## src/rtl/loba_div_16_4.sv

```systemverilog
// Approximate 16-bit unsigned divider: both operands are reduced to a 4-bit leading-one
// segment, the segments are divided bit-serially, and the quotient is rescaled by the exponent gap.
module loba_div_16_4 (
    input  logic        clk,
    input  logic        rst,
    input  logic [15:0] A,
    input  logic [15:0] B,
    input  logic        in_valid,
    output logic        in_ready,
    output logic [15:0] Q,
    output logic        dz,
    output logic        out_valid,
    input  logic        out_ready
);

    typedef enum logic [2:0] {
        IDLE,
        NORM,
        DIV,
        SHIFT,
        DONE
    } state_t;

    state_t      state_q;
    logic [15:0] a_q;
    logic [15:0] b_q;
    logic [3:0]  ka_q;
    logic [3:0]  kb_q;
    logic [3:0]  bh_q;
    logic [3:0]  cnt_q;
    logic [3:0]  rem_q;
    logic [14:0] num_q;
    logic [11:0] quo_q;
    logic [15:0] q_q;
    logic        dz_q;
    logic        out_valid_q;
    logic        in_ready_q;

    logic [3:0]  ka_d;
    logic [3:0]  kb_d;
    logic [3:0]  ah_d;
    logic [3:0]  bh_d;
    logic [4:0]  rem_shift_d;
    logic        fits_d;
    logic [3:0]  rem_d;
    logic signed [5:0] s_d;
    logic [5:0]  s_neg_d;
    logic [15:0] q_ext_d;
    logic [15:0] q_shift_d;

    function automatic logic [3:0] lead_one(input logic [15:0] x);
        logic [3:0] k;
        k = 4'd0;
        for (int i = 0; i < 16; i++) begin
            if (x[i]) k = 4'(i);
        end
        return k;
    endfunction

    // Left-justifying on the leading one gives the zero padding for short operands for free.
    function automatic logic [3:0] segment(input logic [15:0] x, input logic [3:0] k);
        return 4'((x << (4'd15 - k)) >> 12);
    endfunction

    always_comb begin
        ka_d = lead_one(a_q);
        kb_d = lead_one(b_q);
        ah_d = segment(a_q, ka_d);
        bh_d = segment(b_q, kb_d);

        // The partial remainder stays below the divisor, so the 4-bit wrapped difference is exact.
        rem_shift_d = {rem_q, num_q[14]};
        fits_d      = rem_shift_d[4] | (rem_shift_d[3:0] >= bh_q);
        rem_d       = fits_d ? (rem_shift_d[3:0] - bh_q) : rem_shift_d[3:0];

        s_d       = $signed({2'b00, ka_q}) - $signed({2'b00, kb_q}) - 6'sd11;
        s_neg_d   = 6'(-s_d);
        q_ext_d   = {4'b0000, quo_q};
        q_shift_d = s_d[5] ? (q_ext_d >> s_neg_d) : (q_ext_d << s_d[2:0]);
    end

    always_ff @(posedge clk or posedge rst) begin
        if (rst) begin
            state_q     <= IDLE;
            a_q         <= 16'd0;
            b_q         <= 16'd0;
            ka_q        <= 4'd0;
            kb_q        <= 4'd0;
            bh_q        <= 4'd0;
            cnt_q       <= 4'd0;
            rem_q       <= 4'd0;
            num_q       <= 15'd0;
            quo_q       <= 12'd0;
            q_q         <= 16'd0;
            dz_q        <= 1'b0;
            out_valid_q <= 1'b0;
            in_ready_q  <= 1'b1;
        end else begin
            case (state_q)
                IDLE: begin
                    if (in_valid && in_ready_q) begin
                        a_q        <= A;
                        b_q        <= B;
                        in_ready_q <= 1'b0;
                        state_q    <= NORM;
                    end
                end
                NORM: begin
                    if (b_q == 16'd0) begin
                        q_q         <= 16'hFFFF;
                        dz_q        <= 1'b1;
                        out_valid_q <= 1'b1;
                        state_q     <= DONE;
                    end else if (a_q == 16'd0) begin
                        q_q         <= 16'd0;
                        dz_q        <= 1'b0;
                        out_valid_q <= 1'b1;
                        state_q     <= DONE;
                    end else begin
                        ka_q    <= ka_d;
                        kb_q    <= kb_d;
                        bh_q    <= bh_d;
                        num_q   <= {ah_d, 11'd0};
                        rem_q   <= 4'd0;
                        quo_q   <= 12'd0;
                        cnt_q   <= 4'd0;
                        state_q <= DIV;
                    end
                end
                DIV: begin
                    num_q <= {num_q[13:0], 1'b0};
                    rem_q <= rem_d;
                    quo_q <= {quo_q[10:0], fits_d};
                    if (cnt_q == 4'd14) begin
                        state_q <= SHIFT;
                    end else begin
                        cnt_q <= cnt_q + 4'd1;
                    end
                end
                SHIFT: begin
                    q_q         <= q_shift_d;
                    dz_q        <= 1'b0;
                    out_valid_q <= 1'b1;
                    state_q     <= DONE;
                end
                DONE: begin
                    if (out_ready) begin
                        out_valid_q <= 1'b0;
                        in_ready_q  <= 1'b1;
                        state_q     <= IDLE;
                    end
                end
                default: begin
                    state_q <= IDLE;
                end
            endcase
        end
    end

    assign in_ready  = in_ready_q;
    assign Q         = q_q;
    assign dz        = dz_q;
    assign out_valid = out_valid_q;

endmodule

```

## config.mk

```make
export PLATFORM = sky130hd
export DESIGN_NAME = loba_div_16_4
export DESIGN_NICKNAME = d
export VERILOG_FILES = /design/src/rtl/loba_div_16_4.sv
export SDC_FILE = /design/constraint.sdc
export NUM_CORES = 1
export LEC_CHECK = 0
export BUFFER_PORTS_ARGS = -buffer_cell sky130_fd_sc_hd__buf_2
export CAP_MARGIN = 5
export CELL_PAD_IN_SITES_DETAIL_PLACEMENT = 0
export CELL_PAD_IN_SITES_GLOBAL_PLACEMENT = 2
export CORE_ASPECT_RATIO = 0.8
export CORE_MARGIN = 2
export CORE_UTILIZATION = 33
export DETAILED_ROUTE_END_ITERATION = 12
export PLACE_DENSITY = 0.75
export SETUP_SLACK_MARGIN = 0.5
export SLEW_MARGIN = 20
export SYNTH_ARGS = -nofsm -noshare
export SYNTH_HDL_FRONTEND = slang
export SYNTH_SLANG_ARGS = --single-unit
```

## constraint.sdc

```tcl
create_clock -name clk -period 3 [get_ports clk]
set_input_delay 0.45 -clock clk [delete_from_list [all_inputs] [get_ports clk]]
set_output_delay 0.45 -clock clk [all_outputs]
set_load 0.03 [all_outputs]
```

==> results of run 1 <==
-- synth_stat cells (5+ instances only) --
cell,n
mux2_2,20
nor4_1,6
or2_1,5
buf_1,7
a21oi_1,40
nor2_1,56
inv_1,22
a21o_1,6
o21ai_1,35
xor2_1,5
nand3_1,17
xnor2_1,6
nand2b_1,10
buf_2,9
and3_1,5
a221o_1,6
nor3_1,7
mux2i_1,24
o21a_1,5
nor2b_1,11
mux2_1,20
o21ai_0,29
ha_1,11
o22ai_1,6
nand2_1,115
clkbuf_1,28
o211ai_1,11
a221oi_1,10
dfrtp_1,89
-- how the worst min path moves through the flow --
stage | from | cells after the start | to | slack [ns]
after floorplan | bh_q[3] | 1 | bh_q[3] | 0.43
after global placement | bh_q[3] | 1 | bh_q[3] | 0.45
after detailed placement | bh_q[3] | 1 | bh_q[3] | 0.45
after CTS | A[9] | 3 | a_q[9] | 0.30
after global routing | A[6] | 2 | a_q[6] | 0.31
final | rst | 2 | Q[3] | 0.28
-- registers in the layout (all words and copies together) (netlist names) --
name	flops
Q	16
a_q	16
b_q	16
quo_q	12
bh_q	4
cnt_q	4
ka_q	4
kb_q	4
num_q	4
rem_q	4
state_q	3
dz	1
in_ready	1
out_valid	1
-- critical path, delay by kind of cell (launching register included) --
kind | cells | cell delay (ns)
muxes | 1 | 0.12
and+or+nand+nor | 1 | 0.07
buffers and inverters | 5 | 0.65
adders and majority gates | 3 | 0.93
AOI/OAI and AO/OA | 3 | 0.51
DFF | 1 | 0.37
-- metal layers --
layer / share of wire / vias up / global-route usage
met1: 0.51 / 2676 / 0.262
li1: - / 2692 / -
met5: 0 / - / 0
met3: 0.043 / 12 / 0.0371
met2: 0.44 / 108 / 0.262
met4: 0.0088 / 0 / 0.0329
-- what timing repair did --
action                     4_1_cts  5_1_grt
gates resized for setup         34       28
buffers inserted                16        4
pin swaps                       15       21
setup endpoints to repair       51       37
gates cloned                     2        0
-- cell families after synthesis --
| kind of cell | after synthesis |
|---|---|
| DFF | 90 |
| AOI/OAI and AO/OA | 200 |
| adders and majority gates | 13 |
| xor gates and xnor gates | 11 |
| and+or+nand+nor | 253 |
| buffers and inverters | 67 |
| muxes | 65 |
-- per-stage QoR --
step	instance area (µm²)	setup slack (ns)	util
CTS	7300	0.312	0.404
finish	7430	0.276	0.412
global placement	6760	-0.104	0.374
detailed placement	6760	-0.144	0.374
floorplan	6090	0.317	-
global route	7430	0.181	0.412
-- layout make-up --
cell class | count | area, µm² | area share
clock buffer | 14 | 264 | 0.0355
inverter | 22 | 90.1 | 0.0121
clock inverter | 2 | 35.0 | 0.00471
sequential | 90 | 2260 | 0.304
timing repair buffer | 113 | 786 | 0.106
multi-input combinational | 543 | 3700 | 0.498
timing repair inverter | 1 | 7.51 | 0.00101
tap | 230 | 288 | 0.0387
==> reports/metrics.yaml, run 1 <==
sta:
  slew_headroom: 0.394
  clock.fmax_mhz: 367
  rsz0062_at_grt: "true"
  post-route-period-util: 0.908
  slew_violations: 0
  hold_violations: 0
  report.final.setup_viol: 0
  tns_ns: 0
  finClkSkew_ns: 0.0105
  fin_crit_ns: 2.72
  holdWs_ns: 0.279
  tightest_slew_ns: 0.908
worst_setup_path:
  crit_slowest_cell: "fa_2"
  endpoint: "Q[2]"
  cp.arrival_ns: 2.99
  rrSetupSlack_ns: 0.28
  cp-startpoint: "ka_q[0]"
  critPathLaunchType: "register"
  crit_required_ns: 3.27
  path_class: "register to register"
  reg2reg_from: "ka_q[0]"
  path_max_fanout: 6
  r2r_cells: 13
  r2r_end: "Q[2]"
  end_kind: "register"
  max_stage_delay_ns: 0.50
  worstPathCellList: "inv_2, ha_4, inv_2, fa_2, ha_4, buf_6, clkinvlp_4, buf_4, a21oi_1, nand2_1, o21ai_1, mux2i_2, o211ai_1"
detailed_routing:
  vias: 5488
  wl_mm: 16.7
  first_pass_iters: 5
  routedWlPerCell_um: 16.5
  drc: 0
  drt-initial-drc-count: 479
  viasPerCell: 5.41
  drtAntennaViolNets: 0
floorplanning:
  coreArea_mm2: 0.0181
  initial_core_util: 0.335
  die-height_um: 125
  rows: 44
  fp.dieW_um: 155
  die-area_mm2: 0.0194
  ioPinCount: 55
clock_network:
  cts_tree: "done"
  h-tree-depth: 3
  cts-buffers-inserted: 9
  clk_latency_ns: 0.35
  postCtsHoldBufs: 0
  clock_sink_count: 90
  clk_pin_slew_ns: 0.07
  root_buffer: "clkbuf_16"
  clk_path_buf_depth: 2
logic_synthesis:
  synth.top_cell.area_share: 0.368
  yosysTopAreaCell: "dfrtp_1"
  ys_ff_latch: 90
  synth-warning-count: 0
  avgSynthCellArea_um2: 8.65
  synth_area_leaders: "dfrtp_1 (37%), nand2_1 (7.1%), mux2i_1 (4.0%)"
  yosys.area_share.simple: 0.193
  synth_fa_ha_area_frac: 0.0294
  synth_area_mm2: 0.00605
  netlist_instances: 699
  synth_edf_count: 0
  synth_flop_cell: "dfrtp_1"
  synthXorXnorAreaFrac: 0.0159
  ys_types: 73
  synth_compound_area_frac: 0.226
  ys_seq_area_frac: 0.373
  synth_top_family_by_area: "compound AO/OA/AOI/OAI gates"
  synthMuxAreaShare: 0.119
  synth_nets: 748
  synthArstFlopShare: 1.00
place:
  io_buffer_count: 54
  dp.cells: 977
  hpwlAfterDp_mm: 11.9
  gp_congestion: 0.871
hold_path:
  hp-class: "input pin to async pin"
cells_and_area:
  antennaDiodeCount: 0
  stdcell_count: 1015
  n_fill_cell: 1823
  most-common-layout-cells: "nand2_1 (112), dfrtp_1 (86), buf_2 (54), buf_4 (49), nor2_1 (47)"
  final_common_cell: "nand2_1"
  fin_nets: 829
  area_delta_synth_final_pct: 22.9
  drive_above_1_share: 0.264
status:
  status: "completed"
global_routing:
  antenna_found_initial: 0
  grt-ovfl-total: 0
  grt_pass1_vias: 5311
  grt_start_max_net_pins: 44
  grt_first_pass_wirelength_mm: 27.7
  track_usage: 0.175
run:
  cap_violations: 0
Power of run 1 is left out: the tool's default activity adds up to more than one toggle a clock period on the data nets, which glitch-free logic cannot reach.
==> inputs of run 2 (changes only) <==
--- a/config.mk
+++ b/config.mk
@@ -11,9 +11,9 @@
 export CELL_PAD_IN_SITES_GLOBAL_PLACEMENT = 2
 export CORE_ASPECT_RATIO = 0.8
 export CORE_MARGIN = 2
-export CORE_UTILIZATION = 33
+export CORE_UTILIZATION = 35
 export DETAILED_ROUTE_END_ITERATION = 12
-export PLACE_DENSITY = 0.75
+export PLACE_DENSITY = 0.76
 export SETUP_SLACK_MARGIN = 0.5
 export SLEW_MARGIN = 20
 export SYNTH_ARGS = -nofsm -noshare
==> constraint.sdc (replaced) <==
create_clock -name clk -period 3.3 [get_ports clk]
set_input_delay 0.495 -clock clk [delete_from_list [all_inputs] [get_ports clk]]
set_output_delay 0.495 -clock clk [all_outputs]
set_load 0.03 [all_outputs]
==> run 2 against run 1 <==
Compared with the run above: critical endpoint unchanged; sequential share of layout area up 1.2 points; via count shrank 0.16%; register-to-register slack improved by 0.27 ns; core utilization rose by 1.6 points; worst setup slack improved by 0.27 ns; wire length shrank 1.4%; highest routed layer unchanged; critical path depth stayed put; critical path type unchanged; worst hold slack worse by 0.19 ns; non-clock buffer count is 20 lower; flip-flop and latch count is the same; final cell count shrank 3.1%.
==> reports/metrics.yaml, run 2 (synthesized netlist as in run 1, its figures left out) <==
status:
  status: "completed"
worst_setup_path:
  path_buf_inv: 5  # unchanged
  cpMostUsedCell: "buf_4"
  worstPathCellList: "ha_4, inv_4, fa_2, ha_4, buf_4, clkinvlp_4, buf_4, buf_4, nor2_2, a21oi_1, nor2_1, mux2i_1, o211ai_1"
  worst_path_dominant_cell_family: "adder cells"
  crit_required_ns: 3.56  # +0.29 ns
  path_max_fanout: 6  # unchanged
  path_class: "register to register"
  crit_slowest_cell: "fa_2"
  end_kind: "register"
  cp.arrival_ns: 3.01  # +0.02 ns
  critPathLaunchType: "register"
  max_stage_delay_ns: 0.48  # -0.02 ns
clock_network:
  clock_sink_count: 90  # unchanged
  root_buffer: "clkbuf_16"
  h-tree-depth: 3  # unchanged
  postCtsHoldBufs: 0  # unchanged
  clk_pin_slew_ns: 0.07  # about the same
  cts-buffers-inserted: 9  # unchanged
  cts_tree: "done"
  clk_path_buf_depth: 2  # unchanged
  clk_latency_ns: 0.35  # about the same
sta:
  report.final.setup_viol: 0  # unchanged
  slew_violations: 0  # unchanged
  fin_crit_ns: 2.75  # +0.0253 ns
  tightest_slew_ns: 0.928  # +0.0207 ns
  holdWs_ns: 0.0856  # -0.194 ns
  finClkSkew_ns: 0.0105  # -0.0000821 ns
  tns_ns: 0  # unchanged
  hold_violations: 0  # unchanged
  slew_headroom: 0.380  # -0.0140
  fin_ws_ns: 0.550  # +0.275 ns
  clock.fmax_mhz: 364  # -0.92%
  post-route-period-util: 0.833  # -0.0749
  rsz0062_at_grt: "true"
detailed_routing:
  drt-initial-drc-count: 352  # -27%
  drc: 0  # unchanged
  first_pass_iters: 5  # unchanged
  viasPerCell: 5.57  # +3.0%
  drtAntennaViolNets: 0  # unchanged
  vias: 5479  # -0.16%
  routedWlPerCell_um: 16.8  # +1.7%
  wl_mm: 16.5  # -1.4%
place:
  post-place-ws_ns: 0.182  # +0.325 ns
  hpwlAfterDp_mm: 11.6  # -2.9%
  io_buffer_count: 54  # unchanged
  gp_congestion: 0.868  # -0.24%
global_routing:
  grt-ovfl-total: 0  # unchanged
  use_met1: 0.280  # +0.0186
  grt_first_pass_wirelength_mm: 26.9  # -3.1%
  antenna_found_initial: 0  # unchanged
  track_usage: 0.184  # +0.00856
  grtUsageMet2: 0.266  # +0.00463
  grt_pass1_vias: 5105  # -3.9%
  busiest_layer: "met1"
  grt_start_max_net_pins: 50  # +14%
  met3_usage: 0.0397  # +0.00261
cells_and_area:
  area_delta_synth_final_pct: 18.1
  most-common-layout-cells: "nand2_1 (114), dfrtp_1 (89), buf_2 (55), nor2_1 (52), a21oi_1 (39)"
  utilization: 0.427  # +0.0159
  n_fill_cell: 1681  # -7.8%
  drive_above_1_share: 0.221  # -0.0425
  final_common_cell: "nand2_1"
  antennaDiodeCount: 0  # unchanged
  fin_nets: 808  # -2.5%
floorplanning:
  coreArea_mm2: 0.0167  # -7.5%
  die-height_um: 122  # -2.8%
  initial_core_util: 0.362  # +0.0270
  die-area_mm2: 0.0183  # -5.6%
  rows: 42  # -4.5%
  ioPinCount: 55  # unchanged
  fp.dieW_um: 151  # -2.8%
hold_path:
  hp-class: "input pin to async pin"
run:
  cap_violations: 0  # unchanged
run 2: cell count changes in the layout (fill, tap and decap cells not counted), sizes merged:
cell / delta
bufinv: -1
clkbuf: +1
buf: -21
run 2: worst paths after layout:
check | slack [ns] | cells after the start | from | endpoint
worst max-delay path | 0.55 | 13 | kb_q[0] | Q[2]
worst max register to register | 0.55 | 13 | kb_q[0] | Q[2]
worst min register to register | 0.47 | 1 | bh_q[3] | bh_q[3]
worst min-delay path | 0.09 | 2 | rst | num_q[11]
max in group asynchronous | 2.51 | 3 | rst | quo_q[4]
min in group clk | 0.35 | 3 | A[5] | a_q[5]
run 2: what timing repair did:
action / 4_1_cts / 5_1_grt
resized for setup: 9 / 29
setup buffers: 2 / 18
gates cloned: 1 / 0
endpoints found under the setup margin: 14 / 45
pin swaps: 2 / 15
run 2: through the flow:
step,std cells,cell area [µm²]
3_5_place_dp,947,6580
2_1_floorplan,699,6060
3_3_place_gp,947,6580
6_report,984,7140
4_1_cts,966,6910
5_1_grt,984,7140
run 2: layout make-up:
type,instances,area [µm²],area share
clock buffers,14,254,0.0356
clock inverters,2,12.5,0.00175
inverters,22,92.6,0.0130
multi-input cells,543,3680,0.515
flip-flops and latches,90,2250,0.315
well taps,220,275,0.0385
repair buffers,93,574,0.0804
run 2: metal layers:
metal | routed length [µm] | vias up
li1 | - | 2649
met4 | 145 | 0
met3 | 953 | 12
met1 | 8400 | 2667
met5 | 0 | -
met2 | 7010 | 151
run 2: worst reg2reg max path, cell delays in order (launching register included):
cell        delay (ns)
dfrtp_1           0.41
ha_4              0.18
inv_4             0.05
fa_2              0.48
ha_4              0.34
buf_4             0.14
clkinvlp_4        0.12
buf_4             0.18
buf_4             0.13
nor2_2            0.12
a21oi_1           0.07
nor2_1            0.18
mux2i_1           0.10
o211ai_1          0.18
Power of run 2 is left out for the same reason.
==> inputs of run 3 (changes only) <==
==> constraint.sdc (replaced) <==
create_clock -name clk -period 2.6 [get_ports clk]
set_input_delay 0.39 -clock clk [delete_from_list [all_inputs] [get_ports clk]]
set_output_delay 0.39 -clock clk [all_outputs]
set_load 0.03 [all_outputs]
==> run 3 against run 2 <==
Compared with the run above: the run now ends with negative setup slack left; first-iteration DRC count fell by 4.5%; final cell count rose by 5.3%; core utilization grew 5.3 points; clock skew fell by 0.0038 ns; via count rose by 3.3%; die area unchanged; global-route usage grew 0.93 points; highest routed layer unchanged.
==> reports/metrics.yaml, run 3 (synthesized netlist as in run 1, its figures left out) <==
status:
  status: "complete, but fails checks"
  violations: "negative setup slack"
clock_network:
  cts-buffers-inserted: 9  # unchanged
  h-tree-depth: 3  # unchanged
  clk_path_buf_depth: 2  # unchanged
  clk_pin_slew_ns: 0.06  # about the same
  root_buffer: "clkbuf_16"
  cts_tree: "done"
  clk_latency_ns: 0.35  # about the same
  clock_sink_count: 90  # unchanged
global_routing:
  grt_start_max_net_pins: 70  # +40%
  use_met1: 0.293  # +0.0121
  grt_first_pass_wirelength_mm: 28.1  # +4.6%
  grt-ovfl-total: 0  # unchanged
  grtUsageMet2: 0.284  # +0.0170
  met3_usage: 0.0408  # +0.00112
  track_usage: 0.193  # +0.00926
  antenna_found_initial: 0  # unchanged
  grt_pass1_vias: 5429  # +6.3%
  busiest_layer: "met1"
sta:
  fin_ws_ns: -0.0156  # -0.566 ns
  slew_headroom: 0.533  # +0.153
  hold_violations: 0  # unchanged
  post-route-period-util: 1.01  # +0.173
  rsz0062_at_grt: "true"
  fin_crit_ns: 2.62  # -0.134 ns
  finClkSkew_ns: 0.00666  # -0.00380 ns
  tightest_slew_ns: 0.699  # -0.230 ns
  clock.fmax_mhz: 382  # +5.1%
  slew_violations: 0  # unchanged
  report.final.setup_viol: 3  # +3
floorplanning:
  die-area_mm2: 0.0183  # unchanged
  ioPinCount: 55  # unchanged
  fp.dieW_um: 151  # unchanged
  die-height_um: 122  # unchanged
  coreArea_mm2: 0.0167  # unchanged
  rows: 42  # unchanged
  initial_core_util: 0.362  # unchanged
hold_path:
  hp-class: "input pin to async pin"
detailed_routing:
  wl_mm: 17.6  # +6.5%
  routedWlPerCell_um: 17.0  # +1.1%
  drt-initial-drc-count: 336  # -4.5%
  vias: 5662  # +3.3%
  drtAntennaViolNets: 0  # unchanged
  drc: 0  # unchanged
  viasPerCell: 5.47  # -1.8%
  first_pass_iters: 6  # +1
worst_setup_path:
  max_stage_delay_ns: 0.46  # -0.02 ns
  cp.arrival_ns: 2.84  # -0.17 ns
  worstPathCellList: "ha_4, inv_2, fa_2, ha_4, nor2_4, buf_4, buf_4, a22oi_1, nor2_1, mux2i_1, o211ai_1"
  crit_slowest_cell: "fa_2"
  end_kind: "register"
  path_class: "register to register"
  path_buf_inv: 3  # -2
  path_max_fanout: 7  # +1
  rrSetupSlack_ns: -0.02  # -0.57 ns
  worst_path_dominant_cell_family: "adder cells"
  critPathLaunchType: "register"
  crit_required_ns: 2.82  # -0.74 ns
cells_and_area:
  antennaDiodeCount: 0  # unchanged
  area_delta_synth_final_pct: 32.7
  fin_nets: 860  # +6.4%
  n_fill_cell: 1623  # -3.5%
  drive_above_1_share: 0.331  # +0.110
  utilization: 0.480  # +0.0527
  final_common_cell: "nand2_1"
  most-common-layout-cells: "nand2_1 (114), dfrtp_1 (82), buf_4 (69), buf_2 (55), nor2_1 (48)"
place:
  hpwlAfterDp_mm: 12.1  # +4.2%
  io_buffer_count: 54  # unchanged
  post-place-ws_ns: -0.133  # -0.315 ns
  gp_congestion: 0.842  # -3.0%
run:
  cap_violations: 0  # unchanged
[run 3: final cells by class]
type	count	area, µm²	area share
multi-input cells	542	3990	0.497
flip-flops and latches	90	2260	0.282
repair buffers	146	1110	0.138
well taps	220	275	0.0343
clock buffers	12	246	0.0307
inverters	22	93.8	0.0117
clock inverters	4	51.3	0.00639
[run 3: stage by stage]
stage	area [µm²]	std cells	TNS [ns]	hold WS (ns)
after floorplan	6250	699	-0.392	0.434
after global placement	6990	984	-0.380	0.451
after detailed placement	6990	984	-1.05	0.454
after CTS	7630	1022	-0.0198	0.0843
after global routing	8020	1036	-0.968	0.116
final	8020	1036	-0.0311	0.0789
[run 3: per-layer routing]
layer  vias up  part of all wire
met4         0            0.0058
met1      2780              0.51
met3        12             0.042
li1       2743                 -
met5         -                 0
met2       127              0.44
[run 3: path summary, 6_finish.rpt]
check                              from    endpoint  depth (start not counted)
worst max-delay path            kb_q[0]        Q[1]                         11
worst min-delay path                rst  state_q[0]                          2
worst max register to register  kb_q[0]        Q[1]                         11
worst min register to register  bh_q[3]     bh_q[3]                          1
max in group asynchronous           rst      b_q[9]                          3
min in group clk                   A[5]      a_q[5]                          3
[run 3: worst reg2reg max path: cells and delay by family, from the launching register on]
kind,cells,cell delay [ns]
compound gates,2,0.39
fa+ha+maj,3,1.00
buf+inv,3,0.34
flops,1,0.42
mux,1,0.15
simple gates,2,0.19
[run 3: what timing repair did]
action | in CTS | in global routing
cloned | 0 | 3
pin swaps | 35 | 36
hold buffers | 0 | 0
endpoints found under the setup margin | 51 | 28
gates resized for setup | 44 | 58
setup buffers | 22 | 11
Power of run 3 is left out for the same reason.
